## src/rtl/fetch_pc_ctrl_if.sv

```systemverilog
// Fetch-PC control bundle: D-stage request, check, and exception inputs; fetch PC and status outputs.
// Latency: wiring only.
// Backpressure: ra_stall is returned to the D-stage producer.
interface fetch_pc_ctrl_if #(
    parameter int RAS_DEPTH = 4,
    parameter int CNT_W     = 16
);
    localparam int RC_W = $clog2(RAS_DEPTH) + 1;

    // D-stage and redirect inputs
    logic              stall;
    logic [2:0]        npc_op;
    logic [31:0]       d_pc;
    logic [25:0]       index;
    logic [15:0]       offset;
    logic              cmp_out;
    logic [31:0]       ra;
    logic              ra_ready;
    logic              chk_valid;
    logic [31:0]       chk_ra;
    logic              exc_req;
    logic              eret;
    logic [31:0]       epc;

    // Fetch-side outputs
    logic [31:0]       pc;
    logic              flush;
    logic              ra_stall;
    logic              pred_pending;
    logic [RC_W-1:0]   ras_count;
    logic [CNT_W-1:0]  mispred_cnt;

    // The D stage or a testbench drives requests and observes the fetch state
    modport master (
        output stall, npc_op, d_pc, index, offset, cmp_out, ra, ra_ready,
               chk_valid, chk_ra, exc_req, eret, epc,
        input  pc, flush, ra_stall, pred_pending, ras_count, mispred_cnt
    );

    // The fetch PC controller consumes requests and produces the fetch state
    modport slave (
        input  stall, npc_op, d_pc, index, offset, cmp_out, ra, ra_ready,
               chk_valid, chk_ra, exc_req, eret, epc,
        output pc, flush, ra_stall, pred_pending, ras_count, mispred_cnt
    );
endinterface

```

## src/rtl/fetch_pc_ctrl.sv

```systemverilog
// F-stage PC register with next-PC select, return-address stack prediction, mispredict and exception redirect.
// Latency: a decision made in cycle N appears on pc in cycle N+1; flush is a registered 1-cycle pulse.
// Backpressure: stall holds the PC; ra_stall (comb) asks upstream to hold when JR_RA can be neither resolved nor predicted.
module fetch_pc_ctrl #(
    parameter logic [31:0] RESET_PC  = 32'h0000_3000,
    parameter logic [31:0] EXC_VEC   = 32'h0000_4180,
    parameter int          RAS_DEPTH = 4,
    parameter int          CNT_W     = 16
) (
    input  logic          clk,
    input  logic          reset,
    fetch_pc_ctrl_if.slave bus
);
    localparam int PTR_W = $clog2(RAS_DEPTH);
    localparam int RC_W  = PTR_W + 1;

    localparam logic [2:0] OP_BR    = 3'b001;
    localparam logic [2:0] OP_JR    = 3'b010;
    localparam logic [2:0] OP_J     = 3'b011;
    localparam logic [2:0] OP_JAL   = 3'b100;
    localparam logic [2:0] OP_JR_RA = 3'b101;

    logic [31:0]      pc_q, pc_d;
    logic             pend_q, pend_d;
    logic [31:0]      tgt_q, tgt_d;
    logic             flush_q, flush_d;
    logic [CNT_W-1:0] mis_q, mis_d;
    logic [31:0]      ras_q [RAS_DEPTH];
    logic [PTR_W-1:0] sp_q;
    logic [RC_W-1:0]  count_q;

    logic             push, pop;
    logic [31:0]      push_val;
    logic [31:0]      ras_top;
    logic [31:0]      pc_plus4;
    logic [31:0]      br_tgt;
    logic [31:0]      j_tgt;
    logic             ras_empty;
    logic             ras_full;
    logic             pend_live;
    logic             mispredict;
    logic             ra_stall;
    logic             hold;

    // sp_q points at the next free slot; the newest entry sits just below it
    assign ras_top   = ras_q[sp_q - PTR_W'(1)];
    assign ras_empty = (count_q == '0);
    assign ras_full  = (count_q == RC_W'(RAS_DEPTH));

    assign pc_plus4 = pc_q + 32'd4;
    assign br_tgt   = bus.d_pc + 32'd4 + {{14{bus.offset[15]}}, bus.offset, 2'b00};
    assign j_tgt    = {bus.d_pc[31:28], bus.index, 2'b00};
    assign push_val = bus.d_pc + 32'd8;

    // A check presented this cycle retires the outstanding prediction, so a new one may start
    assign pend_live  = pend_q & ~bus.chk_valid;
    assign mispredict = pend_q & bus.chk_valid & (bus.chk_ra != tgt_q);
    assign ra_stall   = (bus.npc_op == OP_JR_RA) & ~bus.ra_ready & (ras_empty | pend_live);
    assign hold       = bus.stall | ra_stall;

    // Next-PC select in priority order: exception, eret, mispredict fix, hold, D op, sequential
    always_comb begin
        pc_d    = pc_q;
        pend_d  = pend_q;
        tgt_d   = tgt_q;
        flush_d = 1'b0;
        mis_d   = mis_q;
        push    = 1'b0;
        pop     = 1'b0;
        if (bus.exc_req) begin
            pc_d    = EXC_VEC;
            flush_d = 1'b1;
            pend_d  = 1'b0;
        end else if (bus.eret) begin
            pc_d    = bus.epc;
            flush_d = 1'b1;
            pend_d  = 1'b0;
        end else if (mispredict) begin
            pc_d    = bus.chk_ra;
            flush_d = 1'b1;
            pend_d  = 1'b0;
            mis_d   = mis_q + CNT_W'(1);
        end else begin
            if (pend_q && bus.chk_valid) begin
                pend_d = 1'b0;
            end
            if (!hold) begin
                case (bus.npc_op)
                    OP_BR:  pc_d = bus.cmp_out ? br_tgt : pc_plus4;
                    OP_JR:  pc_d = bus.ra;
                    OP_J:   pc_d = j_tgt;
                    OP_JAL: begin
                        pc_d = j_tgt;
                        push = 1'b1;
                    end
                    OP_JR_RA: begin
                        if (bus.ra_ready) begin
                            pc_d = bus.ra;
                            pop  = ~ras_empty;
                        end else begin
                            // Not held, so the stack is non-empty and no prediction is live
                            pc_d   = ras_top;
                            pop    = 1'b1;
                            tgt_d  = ras_top;
                            pend_d = 1'b1;
                        end
                    end
                    default: pc_d = pc_plus4;
                endcase
            end
        end
    end

    // PC, prediction, flush and mispredict-count registers
    always_ff @(posedge clk or posedge reset) begin
        if (reset) begin
            pc_q    <= RESET_PC;
            pend_q  <= 1'b0;
            tgt_q   <= '0;
            flush_q <= 1'b0;
            mis_q   <= '0;
        end else begin
            pc_q    <= pc_d;
            pend_q  <= pend_d;
            tgt_q   <= tgt_d;
            flush_q <= flush_d;
            mis_q   <= mis_d;
        end
    end

    // Stack pointer and occupancy; a push into a full stack overwrites the oldest slot
    always_ff @(posedge clk or posedge reset) begin
        if (reset) begin
            sp_q    <= '0;
            count_q <= '0;
        end else if (push) begin
            sp_q    <= sp_q + PTR_W'(1);
            count_q <= ras_full ? count_q : count_q + RC_W'(1);
        end else if (pop) begin
            sp_q    <= sp_q - PTR_W'(1);
            count_q <= count_q - RC_W'(1);
        end
    end

    // Stack storage; contents are only meaningful below the occupancy count, so no reset
    always_ff @(posedge clk) begin
        if (push) begin
            ras_q[sp_q] <= push_val;
        end
    end

    assign bus.pc           = pc_q;
    assign bus.flush        = flush_q;
    assign bus.ra_stall     = ra_stall;
    assign bus.pred_pending = pend_q;
    assign bus.ras_count    = count_q;
    assign bus.mispred_cnt  = mis_q;
endmodule
```

## src/flat_wrapper.sv

```systemverilog
// flat-port wrapper written by rule: the top's interface ports become plain ports
module fetch_pc_ctrl_flat 
#(
    parameter logic [31:0] RESET_PC  = 32'h0000_3000,
    parameter logic [31:0] EXC_VEC   = 32'h0000_4180,
    parameter int          RAS_DEPTH = 4,
    parameter int          CNT_W     = 16
)
  (clk, reset, bus_stall, bus_npc_op, bus_d_pc, bus_index, bus_offset, bus_cmp_out, bus_ra, bus_ra_ready, bus_chk_valid, bus_chk_ra, bus_exc_req, bus_eret, bus_epc, bus_pc, bus_flush, bus_ra_stall, bus_pred_pending, bus_ras_count, bus_mispred_cnt);
  fetch_pc_ctrl_if #(.RAS_DEPTH(RAS_DEPTH), .CNT_W(CNT_W)) bus_i ();
  input  logic clk;
  input  logic reset;
  input wire logic [$bits(bus_i.stall)-1:0] bus_stall;
  input wire logic [$bits(bus_i.npc_op)-1:0] bus_npc_op;
  input wire logic [$bits(bus_i.d_pc)-1:0] bus_d_pc;
  input wire logic [$bits(bus_i.index)-1:0] bus_index;
  input wire logic [$bits(bus_i.offset)-1:0] bus_offset;
  input wire logic [$bits(bus_i.cmp_out)-1:0] bus_cmp_out;
  input wire logic [$bits(bus_i.ra)-1:0] bus_ra;
  input wire logic [$bits(bus_i.ra_ready)-1:0] bus_ra_ready;
  input wire logic [$bits(bus_i.chk_valid)-1:0] bus_chk_valid;
  input wire logic [$bits(bus_i.chk_ra)-1:0] bus_chk_ra;
  input wire logic [$bits(bus_i.exc_req)-1:0] bus_exc_req;
  input wire logic [$bits(bus_i.eret)-1:0] bus_eret;
  input wire logic [$bits(bus_i.epc)-1:0] bus_epc;
  output wire logic [$bits(bus_i.pc)-1:0] bus_pc;
  output wire logic [$bits(bus_i.flush)-1:0] bus_flush;
  output wire logic [$bits(bus_i.ra_stall)-1:0] bus_ra_stall;
  output wire logic [$bits(bus_i.pred_pending)-1:0] bus_pred_pending;
  output wire logic [$bits(bus_i.ras_count)-1:0] bus_ras_count;
  output wire logic [$bits(bus_i.mispred_cnt)-1:0] bus_mispred_cnt;
  assign bus_i.stall = bus_stall;
  assign bus_i.npc_op = bus_npc_op;
  assign bus_i.d_pc = bus_d_pc;
  assign bus_i.index = bus_index;
  assign bus_i.offset = bus_offset;
  assign bus_i.cmp_out = bus_cmp_out;
  assign bus_i.ra = bus_ra;
  assign bus_i.ra_ready = bus_ra_ready;
  assign bus_i.chk_valid = bus_chk_valid;
  assign bus_i.chk_ra = bus_chk_ra;
  assign bus_i.exc_req = bus_exc_req;
  assign bus_i.eret = bus_eret;
  assign bus_i.epc = bus_epc;
  assign bus_pc = bus_i.pc;
  assign bus_flush = bus_i.flush;
  assign bus_ra_stall = bus_i.ra_stall;
  assign bus_pred_pending = bus_i.pred_pending;
  assign bus_ras_count = bus_i.ras_count;
  assign bus_mispred_cnt = bus_i.mispred_cnt;
  fetch_pc_ctrl #(.RESET_PC(RESET_PC), .EXC_VEC(EXC_VEC), .RAS_DEPTH(RAS_DEPTH), .CNT_W(CNT_W)) u_core (.clk(clk), .reset(reset), .bus(bus_i));
endmodule
```

## config.mk

```make
export PLATFORM = sky130hd
export DESIGN_NAME = fetch_pc_ctrl_flat
export DESIGN_NICKNAME = d
export VERILOG_FILES = /design/src/rtl/fetch_pc_ctrl_if.sv /design/src/rtl/fetch_pc_ctrl.sv /design/src/flat_wrapper.sv
export SDC_FILE = /design/constraint.sdc
export NUM_CORES = 1
export LEC_CHECK = 0
export BUFFER_PORTS_ARGS = -buffer_cell sky130_fd_sc_hd__buf_2
export CORE_ASPECT_RATIO = 0.75
export CORE_MARGIN = 3
export CORE_UTILIZATION = 40
export CTS_CLUSTER_SIZE = 14
export DETAILED_ROUTE_END_ITERATION = 10
export PLACE_DENSITY = 0.57
export SYNTH_ARGS = -nofsm -noshare
export SYNTH_HDL_FRONTEND = slang
export SYNTH_SLANG_ARGS = --single-unit
```

## constraint.sdc

```tcl
create_clock -name clk -period 5.52 [get_ports clk]
set_input_delay 1.104 -clock clk [delete_from_list [all_inputs] [get_ports clk]]
set_output_delay 1.104 -clock clk [all_outputs]
set_load 0.005 [all_outputs]
```

**Yosys cells after proc, flatten, opt, wreduce, memory -nomap -nowiden**

Memory sizes are Yosys's and may differ from the RTL's.
Cells that the tools add are included.

- Input port bits: 181
- Word-level logic and storage cells: 82
- Memory bits (writable): 128
- Bits in registers: 87
- Latch bits: 0
- Output and inout bits: 54
- Memories: 1
- Memory bits (read-only): 0

Memory list:

| memory | words | bits a word | read ports | clocked after Yosys merged registers in | write ports | line | text |
|---|---|---|---|---|---|---|---|
| u_core.ras_q | 4 | 32 | 1 | 0 | 1 | fetch_pc_ctrl.sv:28 | `logic [31:0] ras_q [RAS_DEPTH];` |

- $lt $le $gt $ge: 0
- Bitwise logic cells: 14
- Div/mod/pow operators: 0
- Shift operators: 0
- Muxes and demuxes: 35
- $add $sub $neg: 9
- Reductions and logical operators: 7
- $mul: 0
- Eq/ne operators: 9

Operators with widths:

| operator | number |
|---|---|
| $mux W32 | 6 |
| $pmux W32 S4 | 1 |
| $add A32 B3 Y32 const B | 2 |
| $add A32 B32 Y32 | 1 |
| $add A32 B4 Y32 const B | 1 |
| $ne A32 B32 Y1 | 1 |
| $mux W1 | 23 |
| $add A16 B1 Y16 const B | 1 |
| $eq A3 B3 Y1 const B | 3 |
| $mux W3 | 3 |
| $not A1 Y1 | 7 |
| $eq A3 B2 Y1 const B | 2 |
| $reduce_and A6 Y1 | 1 |
| $and A1 B1 Y1 | 5 |
| $mux W2 | 2 |
| $ne A4 B3 Y1 const B | 1 |
| $add A3 B1 Y3 const B | 1 |
| $eq A3 B1 Y1 const B | 1 |
| $logic_not A3 Y1 | 1 |
| $reduce_and A3 Y1 | 1 |
| $sub A3 B1 Y3 const B | 1 |
| $add A2 B1 Y2 const B | 1 |
| $ne A2 B2 Y1 const B | 1 |
| $or A1 B1 Y1 | 2 |
| 5 further kinds | 5 |

**Depth between registers and ports, before layout**

- Depth after elaboration: 11
- Mapped depth: 14
- Mapped depth without buffers: 14

**Worst setup path before layout**

No wires, ideal clock.

- Path type: input to register
- Start: input bus_offset[1]
- End: register u_core.pc_q[25], in the netlist u_core.bus.pc[25]
- Library setup time: 0.076 ns
- Data arrival time: 3.699 ns
- Buffers on the path: 0
- Stages: 12
- Required time: 5.444 ns
- Slack: 1.744 ns
- Path through: ha_1 ha_1 inv_1 fa_1 nand2b_1 a211o_1 a211oi_1 o21ai_0 or4b_2 nand4_1 a211oi_1 o21ai_1

- Longest elaborated chain between the ends: 7

Ends and longest elaborated chain:

| item | line | text |
|---|---|---|
| start: declaration | flat_wrapper.sv:17 | `input wire logic [$bits(bus_i.offset)-1:0] bus_offset;` |
| $add A32 B32 Y32 | fetch_pc_ctrl.sv:51 | `assign br_tgt = bus.d_pc + 32'd4 + {{14{bus.offset[15]}}, bus.offset, 2'b00};` |
| $mux W32 | fetch_pc_ctrl.sv:89 | `OP_BR: pc_d = bus.cmp_out ? br_tgt : pc_plus4;` |
| $pmux W32 S4 | fetch_pc_ctrl.sv:88 | `case (bus.npc_op)` |
| $mux W32 | fetch_pc_ctrl.sv:87 | `if (!hold) begin` |
| $mux W32 | fetch_pc_ctrl.sv:78 | `end else if (mispredict) begin` |
| $mux W32 | fetch_pc_ctrl.sv:74 | `end else if (bus.eret) begin` |
| $mux W32 | fetch_pc_ctrl.sv:70 | `if (bus.exc_req) begin` |
| end signal: assignment | fetch_pc_ctrl.sv:123 | `pc_q <= pc_d;` |
| end: declaration | fetch_pc_ctrl.sv:23 | `logic [31:0] pc_q, pc_d;` |

No other way between the ends. The select of a mux whose other input is x is not followed.
A chain may end at the register's enable or synchronous reset.

**Worst setup path after layout**

- Start: input bus_d_pc[3]
- End: register u_core.pc_q[25], in the netlist u_core.bus.pc[25]

- Longest elaborated chain between the ends: 8

Ends and longest elaborated chain:

| item | line | text |
|---|---|---|
| start: declaration | flat_wrapper.sv:15 | `input wire logic [$bits(bus_i.d_pc)-1:0] bus_d_pc;` |
| $add A32 B3 Y32 | fetch_pc_ctrl.sv:51 |  |
| $add A32 B32 Y32 | fetch_pc_ctrl.sv:51 |  |
| $mux W32 | fetch_pc_ctrl.sv:89 |  |
| $pmux W32 S4 | fetch_pc_ctrl.sv:88 |  |
| $mux W32 | fetch_pc_ctrl.sv:87 |  |
| $mux W32 | fetch_pc_ctrl.sv:78 |  |
| $mux W32 | fetch_pc_ctrl.sv:74 |  |
| $mux W32 | fetch_pc_ctrl.sv:70 |  |

No other way between the ends. The select of a mux whose other input is x is not followed.

==> out/results.ini <==
[power]
static-leakage-power_uw = 0.00654
pwr-share-clk_pct = 30.0
switching_share_pct = 34.5
comb_pwr_share_pct = 33.7
power_switching_uw = 1860
power_density_nw_per_um2 = 338
p_int_uw = 3530
seq_power_share_pct = 36.3
ir_drop_worst_vdd_uv = 195

[global_routing]
first_pass_grt_wire_length_mm = 68.3
initial_antenna_violation_count = 1
overflow = 0
grt_max_degree = 67
grt_util_all_layers_pct = 25.3
first_global_vias = 10600

[yosys]
yosys.area.top_type = edfxtp_1
synth_flop_cell = edfxtp_1
synth.lib_cells_used.distinct = 75
synth-simple-area-share_pct = 12.8
synth_xor_area_share_pct = 8.23
synth.top_cell.area_share_pct = 28.4
syn_inst = 1248
dominant_combinational_cell_family_by_area_after_synthesis = compound AO/OA/AOI/OAI gates
post_synth.cell_area_avg_um2 = 10.8
synthTopCellsByArea = edfxtp_1, dfrtp_1, ha_1, xnor2_1, mux4_2
yosysWarnings = 0
syn-num-nets = 1495
synth-adder-area-share_pct = 6.22
post_synthesis_sequential_area_ratio_pct = 44.6
postSynth.asyncResetShare_pct = 40.5
mappedNetlistArea_um2 = 13500
synth.cells.most_frequent = edfxtp_1, nand2_1, xnor2_1, dfrtp_1, a21oi_1
synth_compound_area_share_pct = 15.2
synthMostInstantiatedCell = edfxtp_1
synth_enable_flop_cells = 128
post_synth_mux_area_share_pct = 10.1
synth-seq-cells = 215

[final_layout]
finish.net_count = 1715
diodes = 0
drive_gt1_share_pct = 25.6
syn2layout_area_growth_pct = 18.0

[die]
die-width_um = 218
core_area_um2 = 32800
starting_density_of_the_core_pct = 41.2
design.die.area_um2 = 36000
num_rows = 57
top_level_ports = 235
chipHeight_um = 165

[placement]
dp.final_hpwl_mm = 35.8
buffer_ports.inserted = 234
place_congestion = 0.930

[timing]
min_period_ns = 3.93
tightest_slew_margin_relative_to_the_limit_pct = 44.2
finalHoldViolations = 0
finalSetupTns_ns = 0
hold_slack_ns = 0.468
fin_crit_sh_pct = 71.2
setup_viol_count_final = 0
fmax_ghz = 0.254
rsz0062_at_grt = no
pins_over_their_slew_limit = 0
clock-skew-final_ns = 0.0121
worst-slew-pin-transition_ns = 0.831

[clock_network]
tritoncts = done
clock_sinks = 215
post_cts_resized = 0
clk_transition_reported_paths_ns = 0.06
clkLatencyLatePin_ns = 0.54
cts_root_buffer = clkbuf_16
cts_hold_buf = 0
postCtsSetupRepairBufs = 0
cts.htree.levels = 1
cts-buffers-inserted = 24
clock_path_buffers = 3

[worst_setup_path]
critPathKind = input pin to flop
timing.rr.start = u_core.tgt_q[3]
crit_path_max_fanout = 5
worstPathCellList = buf_2 > ha_1 > ha_1 > inv_1 > fa_1 > nand2b_1 > a211o_1 > a211oi_1 > o21ai_0 > or4b_2 > nand4_1 > a211oi_1 > o21ai_1
critical_path_required_ns = 5.98
timing.critical_path.slowest_cell_delay_ns = 0.66
setup.worst_path.end_class = flop
cp.arrival_ns = 4.39
worst-r2r-cell-count = 9
timing.rr.end = u_core.bus.ras_count[2]
timing.critical_path.from_type = input pin
cpMaxStageDelayCell = or4b_2
timing.reg2reg.setup_slack_ns = 2.04

[min_path]
worst_hold_path.endpoint = u_core.bus.mispred_cnt[15]
hp-class = flop to flop
hold-path-cell-count = 1
hold_start = u_core.bus.mispred_cnt[15]

[route]
wl_mm = 46.7
firstDrtPassIters = 6
via_per_inst = 5.83
num_vias = 11200
detail_route.wl_per_cell_um = 24.2
drcViolationCount = 0
drt-initial-drc-count = 1515
ant_nets = 0

[flow_run]
timing.max_cap.violations = 0

[status]
outcome = completed

cell usage in the layout, fill, tap and decap left out, types with 19 or more instances in the layout:
master | Yosys | layout
xnor2_1 | 88 | 88
nand2_1 | 96 | 96
clkbuf_16 | 0 | 25
nor2_1 | 81 | 81
mux4_2 | 32 | 32
dfrtp_1 | 85 | 84
edfxtp_1 | 128 | 128
nand4_1 | 25 | 25
ha_1 | 64 | 64
xor2_1 | 39 | 39
buf_2 | 14 | 234
o21ai_0 | 51 | 51
mux2_2 | 35 | 35
nor3_1 | 19 | 19
mux2i_1 | 25 | 25
a21oi_1 | 84 | 82
inv_1 | 37 | 36
nand3_1 | 40 | 40
buf_4 | 1 | 21
and3_1 | 19 | 19
critical path: cells and delay by family:
| family | cells | cell delay [ns] |
|---|---|---|
| AOI/OAI and AO/OA | 5 | 1.22 |
| and+or+nand+nor | 3 | 0.99 |
| adders and majority gates | 3 | 0.87 |
| buffers and inverters | 2 | 0.20 |
layout make-up:
type,instances,area [um2]
fillers,3114,16900
multi-input cells,935,7110
flip-flops and latches,215,6020
repair buffers,255,1330
clock buffers,35,693
well taps,442,553
inverters,37,140
clock inverters,8,91.3
how the worst max path moves through the flow:
stage               cells after the start           from           endpoint  slack [ns]
floorplan                              12  bus_offset[1]  u_core.bus.pc[25]        1.74
global placement                       13    bus_d_pc[3]  u_core.bus.pc[25]        1.17
detailed placement                     13    bus_d_pc[3]  u_core.bus.pc[25]        1.11
CTS                                    13    bus_d_pc[3]  u_core.bus.pc[25]        1.64
global route                           13    bus_d_pc[3]  u_core.bus.pc[25]        1.38
finish                                 13    bus_d_pc[3]  u_core.bus.pc[25]        1.59
layer usage:
metal	vias to the layer above	track usage [%]	share of wire, %	wire length, um
met2	480	35.0	40	18800
met1	5507	40.0	48	22600
met5	-	0	0.028	13
met3	53	5.78	9.3	4350
met4	2	5.42	1.9	908
li1	5191	-	-	-
power groups by stage:
stage               Clock, uW  Combinational, uW  Sequential (uW)
floorplan                   0               1110             1940
global placement            0               1780             1980
detailed placement          0               1790             1990
CTS                      1650               1800             1950
global route             1710               1950             1970
finish                   1620               1820             1960
through the flow:
stage | util (%) | setup slack [ns] | area [um2] | cells | total power [uW]
after floorplan | - | 1.74 | 13500 | 1248 | 3050
after global placement | 46.2 | 1.17 | 15200 | 1884 | 3770
after detailed placement | 46.2 | 1.11 | 15200 | 1884 | 3780
after CTS | 48.6 | 1.64 | 15900 | 1927 | 5400
after global routing | 48.6 | 1.38 | 15900 | 1927 | 5640
final | 48.6 | 1.59 | 15900 | 1927 | 5390
logic make-up (layout without fill, tap and decap cells):
family,Yosys count,count (layout)
muxes,92,92
AOI/OAI and AO/OA,302,302
and+or+nand+nor,348,348
DFF,215,215
buffers and inverters,98,335
adders and majority gates,66,66
xor gates and xnor gates,127,127
state kept, by name, summed over array words and instances, names as in the netlist:
register                 count
u_core.ras_q               128
u_core.bus.pc               32
u_core.tgt_q                32
u_core.bus.mispred_cnt      16
u_core.bus.ras_count         3
u_core.sp_q                  2
u_core.bus.flush             1
u_core.bus.pred_pending      1
Power figures use the tool's default switching activity.
